`config.mk`:
```
export PLATFORM = sky130hd
export DESIGN_NAME = q_learn_seq_ctrl
export DESIGN_NICKNAME = d
export VERILOG_FILES = /design/src/rtl/q_learn_pkg.sv /design/src/rtl/q_learn_seq_ctrl_q_row_max.sv /design/src/rtl/q_learn_seq_ctrl.sv
export SDC_FILE = /design/constraint.sdc
export NUM_CORES = 1
export LEC_CHECK = 0
export BUFFER_PORTS_ARGS = -buffer_cell sky130_fd_sc_hd__buf_2
export CAP_MARGIN = 20
export CORE_UTILIZATION = 40
export CTS_CLUSTER_DIAMETER = 40
export CTS_CLUSTER_SIZE = 30
export DETAILED_ROUTE_END_ITERATION = 10
export PLACE_DENSITY = 0.56
export SYNTH_ARGS = -nofsm -noshare
export SYNTH_HDL_FRONTEND = slang
export SYNTH_SLANG_ARGS = --single-unit
```
`constraint.sdc`:
```
create_clock -name clk -period 8.4 [get_ports clk]
set_clock_uncertainty 0.15 [all_clocks]
set_input_delay 0.42 -clock clk [delete_from_list [all_inputs] [get_ports clk]]
set_output_delay 0.42 -clock clk [all_outputs]
set_load 0.02 [all_outputs]
```
`src/rtl/q_learn_pkg.sv`:
```
// Shared types and maze geometry for the Q-learning sequencer.
// Grid moves are resolved here so the controller only sees state_t.
package q_learn_pkg;

  localparam int GRID_W    = 6;
  localparam int N_STATES  = 36;
  localparam int N_ACTIONS = 4;

  typedef logic [5:0] state_t;
  typedef logic signed [15:0] q_t;

  typedef enum logic [1:0] {
    ACT_DOWN,
    ACT_RIGHT,
    ACT_UP,
    ACT_LEFT
  } action_t;

  typedef enum logic [2:0] {
    S_IDLE,
    S_RD_CUR,
    S_SEL,
    S_MOVE,
    S_RD_NXT,
    S_UPD,
    S_CHK
  } fsm_state_t;

  // Off-grid moves leave the agent where it is.
  function automatic state_t step_state(
    input state_t  s,
    input action_t a
  );
    state_t col;
    col = state_t'(s % state_t'(GRID_W));
    step_state = s;
    unique case (a)
      ACT_DOWN:
        if (s < state_t'(N_STATES - GRID_W))
          step_state = s + state_t'(GRID_W);
      ACT_RIGHT:
        if (col != state_t'(GRID_W - 1))
          step_state = s + 6'd1;
      ACT_UP:
        if (s >= state_t'(GRID_W))
          step_state = s - state_t'(GRID_W);
      ACT_LEFT:
        if (col != 6'd0)
          step_state = s - 6'd1;
    endcase
  endfunction

endpackage

```
`src/rtl/q_learn_seq_ctrl_q_row_max.sv`:
```
// Streamed argmax over one Q-table row (4 values, ties keep lowest index).
// Outputs already include the value presented this cycle.
module q_row_max
  import q_learn_pkg::*;
(
  input  logic    clk,
  input  logic    rst,
  input  logic    clear,
  input  logic    valid,
  input  q_t      value,
  output q_t      max_val,
  output action_t max_idx,
  output q_t      vals [N_ACTIONS]
);

  logic [1:0] cnt_q;
  q_t         max_q;
  action_t    idx_q;
  q_t         vals_q [N_ACTIONS];
  logic       take;

  assign take = valid
    && (cnt_q == 2'd0 || value > max_q);

  always_comb begin
    max_val = take ? value : max_q;
    max_idx = take ? action_t'(cnt_q) : idx_q;
    vals    = vals_q;
    if (valid)
      vals[cnt_q] = value;
  end

  always_ff @(posedge clk or posedge rst) begin
    if (rst) begin
      cnt_q <= '0;
      max_q <= '0;
      idx_q <= ACT_DOWN;
      for (int i = 0; i < N_ACTIONS; i++)
        vals_q[i] <= '0;
    end else if (clear) begin
      cnt_q <= '0;
    end else if (valid) begin
      cnt_q         <= cnt_q + 2'd1;
      max_q         <= max_val;
      idx_q         <= max_idx;
      vals_q[cnt_q] <= value;
    end
  end

endmodule

```
`src/rtl/q_learn_seq_ctrl.sv`:
```
// Q-learning episode sequencer driving a 1R/1W Q-table RAM.
// Define EPSILON_GREEDY_EN for LFSR-based epsilon-greedy exploration.
module q_learn_seq_ctrl
  import q_learn_pkg::*;
#(
  parameter int                 ALPHA_SHIFT = 2,
  parameter int                 GAMMA_SHIFT = 3,
  parameter logic signed [15:0] REWARD      = 16'sh0A00,
  parameter int                 START_STATE = 0,
  parameter int                 GOAL_STATE  = 35,
  parameter int                 MAX_STEPS   = 64
)(
  input  logic        clk,
  input  logic        rst,
  input  logic        start,
  input  logic [15:0] num_episodes,
  output logic        busy,
  output logic        done,
  output logic        q_rd_en,
  output logic [7:0]  q_rd_addr,
  input  logic [15:0] q_rd_data,
  output logic        q_wr_en,
  output logic [7:0]  q_wr_addr,
  output logic [15:0] q_wr_data,
  output logic [5:0]  cur_state,
  output logic [15:0] episode_cnt
);

  localparam state_t START_S = state_t'(START_STATE);
  localparam state_t GOAL_S  = state_t'(GOAL_STATE);
  localparam logic [7:0] MAX_S = 8'(MAX_STEPS);

  fsm_state_t  fsm;
  logic [2:0]  sub;
  logic [7:0]  step_cnt;
  logic [15:0] num_eps_q;
  logic        rd_vld;
  state_t      s_nxt_q;
  action_t     act_q;
  q_t          q_sa_q;
  logic        goal_q;
  logic        rew_q;

  q_t      row_max;
  action_t row_idx;
  q_t      row_vals [N_ACTIONS];
  logic    row_clr;
  action_t pick;
  state_t  s_nxt;

  assign row_clr = (fsm == S_IDLE)
    || (fsm == S_MOVE) || (fsm == S_CHK);

  q_row_max u_row (
    .clk     (clk),
    .rst     (rst),
    .clear   (row_clr),
    .valid   (rd_vld),
    .value   (q_t'(q_rd_data)),
    .max_val (row_max),
    .max_idx (row_idx),
    .vals    (row_vals)
  );

`ifdef EPSILON_GREEDY_EN
  logic [15:0] lfsr;

  always_ff @(posedge clk or posedge rst) begin
    if (rst)
      lfsr <= 16'hACE1;
    else
      lfsr <= {1'b0, lfsr[15:1]}
        ^ (lfsr[0] ? 16'hB400 : 16'h0000);
  end

  assign pick = (lfsr[3:0] == 4'd0)
    ? action_t'(lfsr[5:4]) : row_idx;
`else
  assign pick = row_idx;
`endif

  assign s_nxt = step_state(cur_state, act_q);

  logic signed [17:0] rew;
  logic signed [17:0] max_nxt;
  logic signed [17:0] max_disc;
  logic signed [17:0] q_sa_x;
  logic signed [17:0] td;
  logic signed [18:0] q_sum;
  q_t                 q_new;

  assign rew      = rew_q ? 18'(REWARD) : 18'sd0;
  assign max_nxt  = goal_q ? 18'sd0 : 18'(row_max);
  assign max_disc = max_nxt >>> GAMMA_SHIFT;
  assign q_sa_x   = 18'(q_sa_q);
  assign td       = rew + max_nxt - max_disc - q_sa_x;
  assign q_sum    = 19'(q_sa_q)
    + 19'(td >>> ALPHA_SHIFT);

  always_comb begin
    if (q_sum > 19'sd32767)
      q_new = 16'sh7FFF;
    else if (q_sum < -19'sd32768)
      q_new = 16'sh8000;
    else
      q_new = q_sum[15:0];
  end

  logic [7:0]  step_nxt;
  logic [15:0] ep_nxt;
  logic        ep_end;

  assign step_nxt = step_cnt + 8'd1;
  assign ep_nxt   = episode_cnt + 16'd1;
  assign ep_end   = goal_q || (step_nxt == MAX_S);

  always_ff @(posedge clk or posedge rst) begin
    if (rst) begin
      fsm         <= S_IDLE;
      sub         <= '0;
      busy        <= 1'b0;
      done        <= 1'b0;
      q_rd_en     <= 1'b0;
      q_rd_addr   <= '0;
      q_wr_en     <= 1'b0;
      q_wr_addr   <= '0;
      q_wr_data   <= '0;
      cur_state   <= START_S;
      episode_cnt <= '0;
      num_eps_q   <= '0;
      step_cnt    <= '0;
      rd_vld      <= 1'b0;
      s_nxt_q     <= '0;
      act_q       <= ACT_DOWN;
      q_sa_q      <= '0;
      goal_q      <= 1'b0;
      rew_q       <= 1'b0;
    end else begin
      done    <= 1'b0;
      q_wr_en <= 1'b0;
      rd_vld  <= q_rd_en;
      unique case (fsm)
        S_IDLE: begin
          if (start) begin
            episode_cnt <= '0;
            num_eps_q   <= num_episodes;
            cur_state   <= START_S;
            step_cnt    <= '0;
            if (num_episodes == 16'd0) begin
              done <= 1'b1;
            end else begin
              busy      <= 1'b1;
              fsm       <= S_RD_CUR;
              q_rd_en   <= 1'b1;
              q_rd_addr <= {START_S, 2'd0};
              sub       <= '0;
            end
          end
        end
        S_RD_CUR: begin
          sub <= sub + 3'd1;
          if (sub == 3'd3) begin
            q_rd_en <= 1'b0;
            fsm     <= S_SEL;
          end else begin
            q_rd_addr <= {cur_state, sub[1:0] + 2'd1};
          end
        end
        S_SEL: begin
          act_q  <= pick;
          q_sa_q <= row_vals[pick];
          fsm    <= S_MOVE;
        end
        S_MOVE: begin
          s_nxt_q <= s_nxt;
          goal_q  <= (s_nxt == GOAL_S);
          rew_q   <= (s_nxt == GOAL_S)
            && (cur_state != GOAL_S);
          if (s_nxt == GOAL_S) begin
            fsm <= S_UPD;
          end else begin
            fsm       <= S_RD_NXT;
            q_rd_en   <= 1'b1;
            q_rd_addr <= {s_nxt, 2'd0};
            sub       <= '0;
          end
        end
        // One extra cycle here lets the last read land before UPD.
        S_RD_NXT: begin
          sub <= sub + 3'd1;
          if (sub < 3'd3)
            q_rd_addr <= {s_nxt_q, sub[1:0] + 2'd1};
          else
            q_rd_en <= 1'b0;
          if (sub == 3'd4)
            fsm <= S_UPD;
        end
        S_UPD: begin
          q_wr_en   <= 1'b1;
          q_wr_addr <= {cur_state, act_q};
          q_wr_data <= q_new;
          fsm       <= S_CHK;
        end
        S_CHK: begin
          if (ep_end) begin
            episode_cnt <= ep_nxt;
            cur_state   <= START_S;
            step_cnt    <= '0;
            if (ep_nxt == num_eps_q) begin
              done <= 1'b1;
              busy <= 1'b0;
              fsm  <= S_IDLE;
            end else begin
              fsm       <= S_RD_CUR;
              q_rd_en   <= 1'b1;
              q_rd_addr <= {START_S, 2'd0};
              sub       <= '0;
            end
          end else begin
            cur_state <= s_nxt_q;
            step_cnt  <= step_nxt;
            fsm       <= S_RD_CUR;
            q_rd_en   <= 1'b1;
            q_rd_addr <= {s_nxt_q, 2'd0};
            sub       <= '0;
          end
        end
        default: fsm <= S_IDLE;
      endcase
    end
  end

endmodule
```
Word-level counts from Yosys, hierarchy flattened
Cells that the tools add are included.
W data, S select, Z words.
{"block": "classes", "n_addsub": 13, "n_bitwise": 3, "n_lt_le_gt_ge": 9, "mux": 68, "reduce_logical": 26, "n_eq_ne": 27, "n_div": 1}
{"op": "$mux W16", "count": 8}
{"op": "$mux W8", "count": 9}
{"op": "$bwmux W64", "count": 1}
{"op": "$mux W64", "count": 1}
{"op": "$pmux W8 S5", "count": 1}
{"op": "$mux W6", "count": 6}
{"op": "$bmux W16 S2", "count": 1}
{"op": "$demux W16 S2", "count": 1}
{"op": "$pmux W16 S2", "count": 1}
{"op": "$mux W3", "count": 10}
{"op": "$pmux W6 S4", "count": 1}
{"op": "$pmux W3 S7", "count": 1}
{"op": "$add A13 B18 Y18", "count": 1}
{"op": "$mux W18", "count": 1}
{"op": "$ne A2 B2 Y1 const B", "count": 9}
{"op": "$sub A18 B15 Y18", "count": 1}
{"op": "$sub A18 B16 Y18", "count": 1}
{"op": "$add A16 B16 Y17", "count": 1}
{"op": "$gt A17 B16 Y1 const B", "count": 1}
{"op": "$lt A17 B16 Y1 const B", "count": 1}
{"op": "$add A16 B1 Y16 const B", "count": 1}
{"op": "$eq A16 B16 Y1", "count": 1}
{"op": "$gt A16 B16 Y1", "count": 1}
{"op": "$logic_not A16 Y1", "count": 1}
{"op": "48 further kinds", "count": 86}
{"block": "totals", "output_inout_bits": 58, "in_bits": 35, "regBits": 199}

Longest topological paths before layout
{"block": "logic_depth", "word_depth": 12, "depth_mapped": 38, "mapped_depth_nobuf": 37}

By module
Synthesis repeated with hierarchy kept, for this count alone.
{"block": "hier_totals", "cells_unflattened": 1383, "hier_area_um2": 13751.9}
{"mod": "q_learn_seq_ctrl", "n_inst": 1, "area_per_inst_um2": 9107.5, "cells_each": 1038}
{"mod": "q_row_max", "n_inst": 1, "area_per_inst_um2": 4644.5, "cells_each": 345}

Worst setup path before layout
OpenSTA, ideal clock, no wires.
{"block": "synth_path", "path_type": "reg2reg", "from": "reg u_row.cnt_q[0]", "to": "reg q_wr_data[4]", "n_path_buf": 2, "setup_time_ps": 130, "t_required_ps": 8120, "arrival_ps": 7280, "slack_ps": 840, "stages_incl_launch_ff": 35, "cell_sequence": "dfrtp_1 > inv_1 > ha_1 > or4b_2 > nor3_1 > a31oi_4 > clkbuf_1 > clkbuf_1 > o21ai_0 > nand2_1 > ha_1 > a31o_2 > ha_1 > a31o_2 > ha_1 > inv_1 > fa_1 > nor2b_1 > o21ai_0 > a21boi_0 > o21ai_0 > a21boi_0 > o21a_1 > nor2_1 > a2bb2oi_1 > nor2b_1 > xnor2_1 > ha_1 > or3_1 > a311oi_1 > nor2_1 > a311oi_2 > a21oi_1 > a21oi_1 > o21ai_0"}
{"block": "synth_between", "elab_chain_len": 12}
{"item": "from (decl)", "line": "q_learn_seq_ctrl_q_row_max.sv:16", "rtl": "logic [1:0] cnt_q;"}
{"item": "from (signal assigned)", "line": "q_learn_seq_ctrl_q_row_max.sv:43", "rtl": "cnt_q <= cnt_q + 2'd1;"}
{"item": "$logic_not A2 Y1 (*)", "line": "q_learn_seq_ctrl_q_row_max.sv:23", "rtl": "&& (cnt_q == 2'd0 || value > max_q);"}
{"item": "$logic_or A1 B1 Y1 (*)", "line": "q_learn_seq_ctrl_q_row_max.sv:23"}
{"item": "$logic_and A1 B1 Y1 (*)", "line": "q_learn_seq_ctrl_q_row_max.sv:23"}
{"item": "$mux W16 (*)", "line": "q_learn_seq_ctrl_q_row_max.sv:26", "rtl": "max_val = take ? value : max_q;"}
{"item": "$mux W18 (*)", "line": "q_learn_seq_ctrl.sv:93", "rtl": "assign max_nxt = goal_q ? 18'sd0 : 18'(row_max);"}
{"item": "$add A13 B18 Y18", "line": "q_learn_seq_ctrl.sv:96", "rtl": "assign td = rew + max_nxt - max_disc - q_sa_x;"}
{"item": "$sub A18 B15 Y18 (*)", "line": "q_learn_seq_ctrl.sv:96"}
{"item": "$sub A18 B16 Y18 (*)", "line": "q_learn_seq_ctrl.sv:96"}
{"item": "$add A16 B16 Y17 (*)", "line": "q_learn_seq_ctrl.sv:98", "rtl": "+ 19'(td >>> ALPHA_SHIFT);"}
{"item": "$lt A17 B16 Y1", "line": "q_learn_seq_ctrl.sv:103", "rtl": "else if (q_sum < -19'sd32768)"}
{"item": "$mux W16", "line": "q_learn_seq_ctrl.sv:103"}
{"item": "$mux W16 (*)", "line": "q_learn_seq_ctrl.sv:101", "rtl": "if (q_sum > 19'sd32767)"}
{"item": "to (signal assigned)", "line": "q_learn_seq_ctrl.sv:201", "rtl": "q_wr_data <= q_new;"}
{"item": "to (decl)", "line": "q_learn_seq_ctrl.sv:24", "rtl": "output logic [15:0] q_wr_data,"}
Every way passes the cells marked *; elsewhere a longest branch is shown, timed or not.
A chain may end at the register's enable or synchronous reset.

Worst setup path in the final report
{"block": "layout_path", "from": "reg u_row.cnt_q[0]", "to": "reg q_wr_data[1]"}
Same word-level chain as after synthesis.

==> impl_metrics.env <==
export IMPL_grt_max_degree=128
export IMPL_fin_nets=1753
export IMPL_synth_seq_area_share_pct=37.24
export IMPL_final_common_cell="nand2_1"
export IMPL_crit_type="flop to flop"
export IMPL_vias=11370
export IMPL_ys_flop_type="dfrtp_1"
export IMPL_cp_max_fo=16
export IMPL_ff2ff_setup_slack_ns=0.68
export IMPL_path_common_cell="ha_1"
export IMPL_cpPeakStageDelay_ns=0.71
export IMPL_fin_cells=2074
export IMPL_drtIter0Drc=804
export IMPL_antenna_found_initial=2
export IMPL_rsz0062_at_grt="false"
export IMPL_viasPerCell=5.482
export IMPL_initial_core_util_pct=40.89
export IMPL_worstSkewPairLatency_ns=0.45
export IMPL_fmax_mhz=129.6
export IMPL_core_area_um2=32700
export IMPL_timing_hold_ws_ns=0.01053
export IMPL_worstMarginPinSlew_ns=1.151
export IMPL_setup_viol=0
export IMPL_place_gp_congestion=0.8834
export IMPL_maxSlewViolCount=0
export IMPL_hold_viol=0
export IMPL_crit_slowest_cell="or4b_2"
export IMPL_num_rows=66
export IMPL_mostFrequentLayoutCells="287 x nand2_1, 198 x dfrtp_1, 178 x o21ai_0"
export IMPL_avgRoutedWirePerCell_um=17.33
export IMPL_die_x_um=184.8
export IMPL_clk_pin_slew_ns=0.08
export IMPL_ys_types=95
export IMPL_synthArstFlopShare_pct=100.0
export IMPL_yosys_register_bits=199
export IMPL_dpl_hpwl_um=25810
export IMPL_cp_startpoint="u_row.cnt_q[0]"
export IMPL_period_needed_ns=7.717
export IMPL_maxCapViolCount=0
export IMPL_ios=93
export IMPL_cp_required_ns=8.58
export IMPL_period_share_pct=91.87
export IMPL_synth_warnings=0
export IMPL_track_usage_pct=21.84
export IMPL_synth_edff_count=0
export IMPL_place_ws_ns=0.4755
export IMPL_maxSlewHeadroom_pct=23.27
export IMPL_critPathTopFamily="compound AO/OA/AOI/OAI gates"
export IMPL_drt_wl_total_um=35940
export IMPL_clock_path_buffers=2
export IMPL_drtAntennaViolNets=0
export IMPL_cts_buffers=17
export IMPL_crit_path_end_kind="flop"
export IMPL_drc=0
export IMPL_cts_htree_levels=4
export IMPL_outcome="finished, final reports clean"
export IMPL_synth_nets=1701
export IMPL_crit_buf_inv=3
export IMPL_synthToLayoutAreaGrowth_pct=11.30
export IMPL_die_height_um=184.8
export IMPL_synthCells=1565
export IMPL_dp_cells=2033
export IMPL_grt_pass1_vias=10670
export IMPL_grt_overflow=0
export IMPL_dr_pass1_iters=5
export IMPL_grt_first_pass_wirelength_um=58570
export IMPL_root_buffer="clkbuf_16"
export IMPL_start_kind="flop"
export IMPL_cts_sinks=199
export IMPL_syn_area_per_cell_um2=8.544
export IMPL_reg2reg_from="u_row.cnt_q[0]"
export IMPL_die_area_um2=34160
export IMPL_cts_tree="yes"
export IMPL_timing_final_ws_setup_ns=0.6830
export IMPL_io_buffers=92
export IMPL_cp_arrival_ns=7.89
export IMPL_syn_area_um2=13370
export IMPL_drive_gt1_share_pct=11.90
export IMPL_worstHoldPathType="input port to async pin"
export IMPL_setup_tns_ns=0
[worst reg2reg max path, delay by kind of cell, from the launching register on]
family | cells | cell delay, ns
AO/OA/AOI/OAI | 16 | 3.55
AND/OR/NAND/NOR | 6 | 1.49
XOR/XNOR | 1 | 0.16
buffers and inverters | 3 | 0.36
flip-flops | 1 | 0.45
adder cells (fa/ha/maj) | 6 | 1.44
[logic make-up after synthesis]
logic type                 count (synthesis)  synth area share, %
adders and majority gates                105                10.70
AOI/OAI and AO/OA                        429                21.20
and+or+nand+nor                          567                19.39
xor gates and xnor gates                  47                3.079
DFF                                      199                37.24
muxes                                     38                3.022
buffers and inverters                    180                5.362
[what timing repair did]
| item | CTS | global route |
|---|---|---|
| buffers inserted | 0 | 1 |
| hold buffers | 2 | 0 |
| endpoints found under the setup margin | 0 | 10 |
| hold endpoints to repair | 2 | 0 |
| resized for setup | 0 | 3 |
[registers in the layout, indices dropped and copies added (netlist names), 3 cells and up]
register	flops
q_sa_q	16
step_cnt	8
u_row.max_q	16
cur_state	6
num_eps_q	16
u_row.vals_q	64
fsm	3
episode_cnt	16
q_wr_data	16
q_wr_addr	8
s_nxt_q	6
q_rd_addr	8
sub	3
[path summary, 6_finish.rpt]
path / to / cells after the start
min reg2reg: q_wr_addr[6] / 2
max reg2reg: q_wr_data[1] / 32
min in group clk: num_eps_q[9] / 3
max in group asynchronous: q_wr_data[5] / 3
max: q_wr_data[1] / 32
min: num_eps_q[3] / 2
[cell type report]
cell class | count | area, um2
diodes | 2 | 5.005
clock buffers | 18 | 429.2
clock inverters | 14 | 150.1
fillers | 3274 | 17820
inverters | 100 | 382.9
multi-input cells | 1186 | 7684
flip-flops and latches | 199 | 4981
well taps | 442 | 553.0
repair buffers | 113 | 698.2
[synthesized netlist by cell type (20+ instances only)]
master	n	share of area, %
a21oi_1	55	2.1
and3_1	24	1.1
clkbuf_1	54	1.5
dfrtp_1	199	37
ha_1	84	7.9
inv_1	96	2.7
mux2i_1	28	2.1
nand2_1	287	8.1
nand3_1	26	0.97
nor2_1	102	2.9
nor3_1	23	0.86
o21ai_0	178	6.7
xnor2_1	27	1.8
xor2_1	20	1.3
[metal layers]
metal | routed length, um | vias up | GRT usage (%)
li1 | - | 5627 | -
met1 | 17660 | 5488 | 31.30
met2 | 16130 | 217 | 34.02
met3 | 1417 | 38 | 3.401
met4 | 730 | 0 | 6.017
met5 | 0 | - | 0
[per-stage QoR]
stage,instance area (um2),utilization (%)
2_1_floorplan,13370,-
3_3_place_gp,14150,43.27
3_5_place_dp,14160,43.31
4_1_cts,14760,45.14
5_1_grt,14880,45.50
6_report,14880,45.51
Power is not shown: default switching activity piles up to over one toggle a cycle in this logic, so the estimate is an artifact.
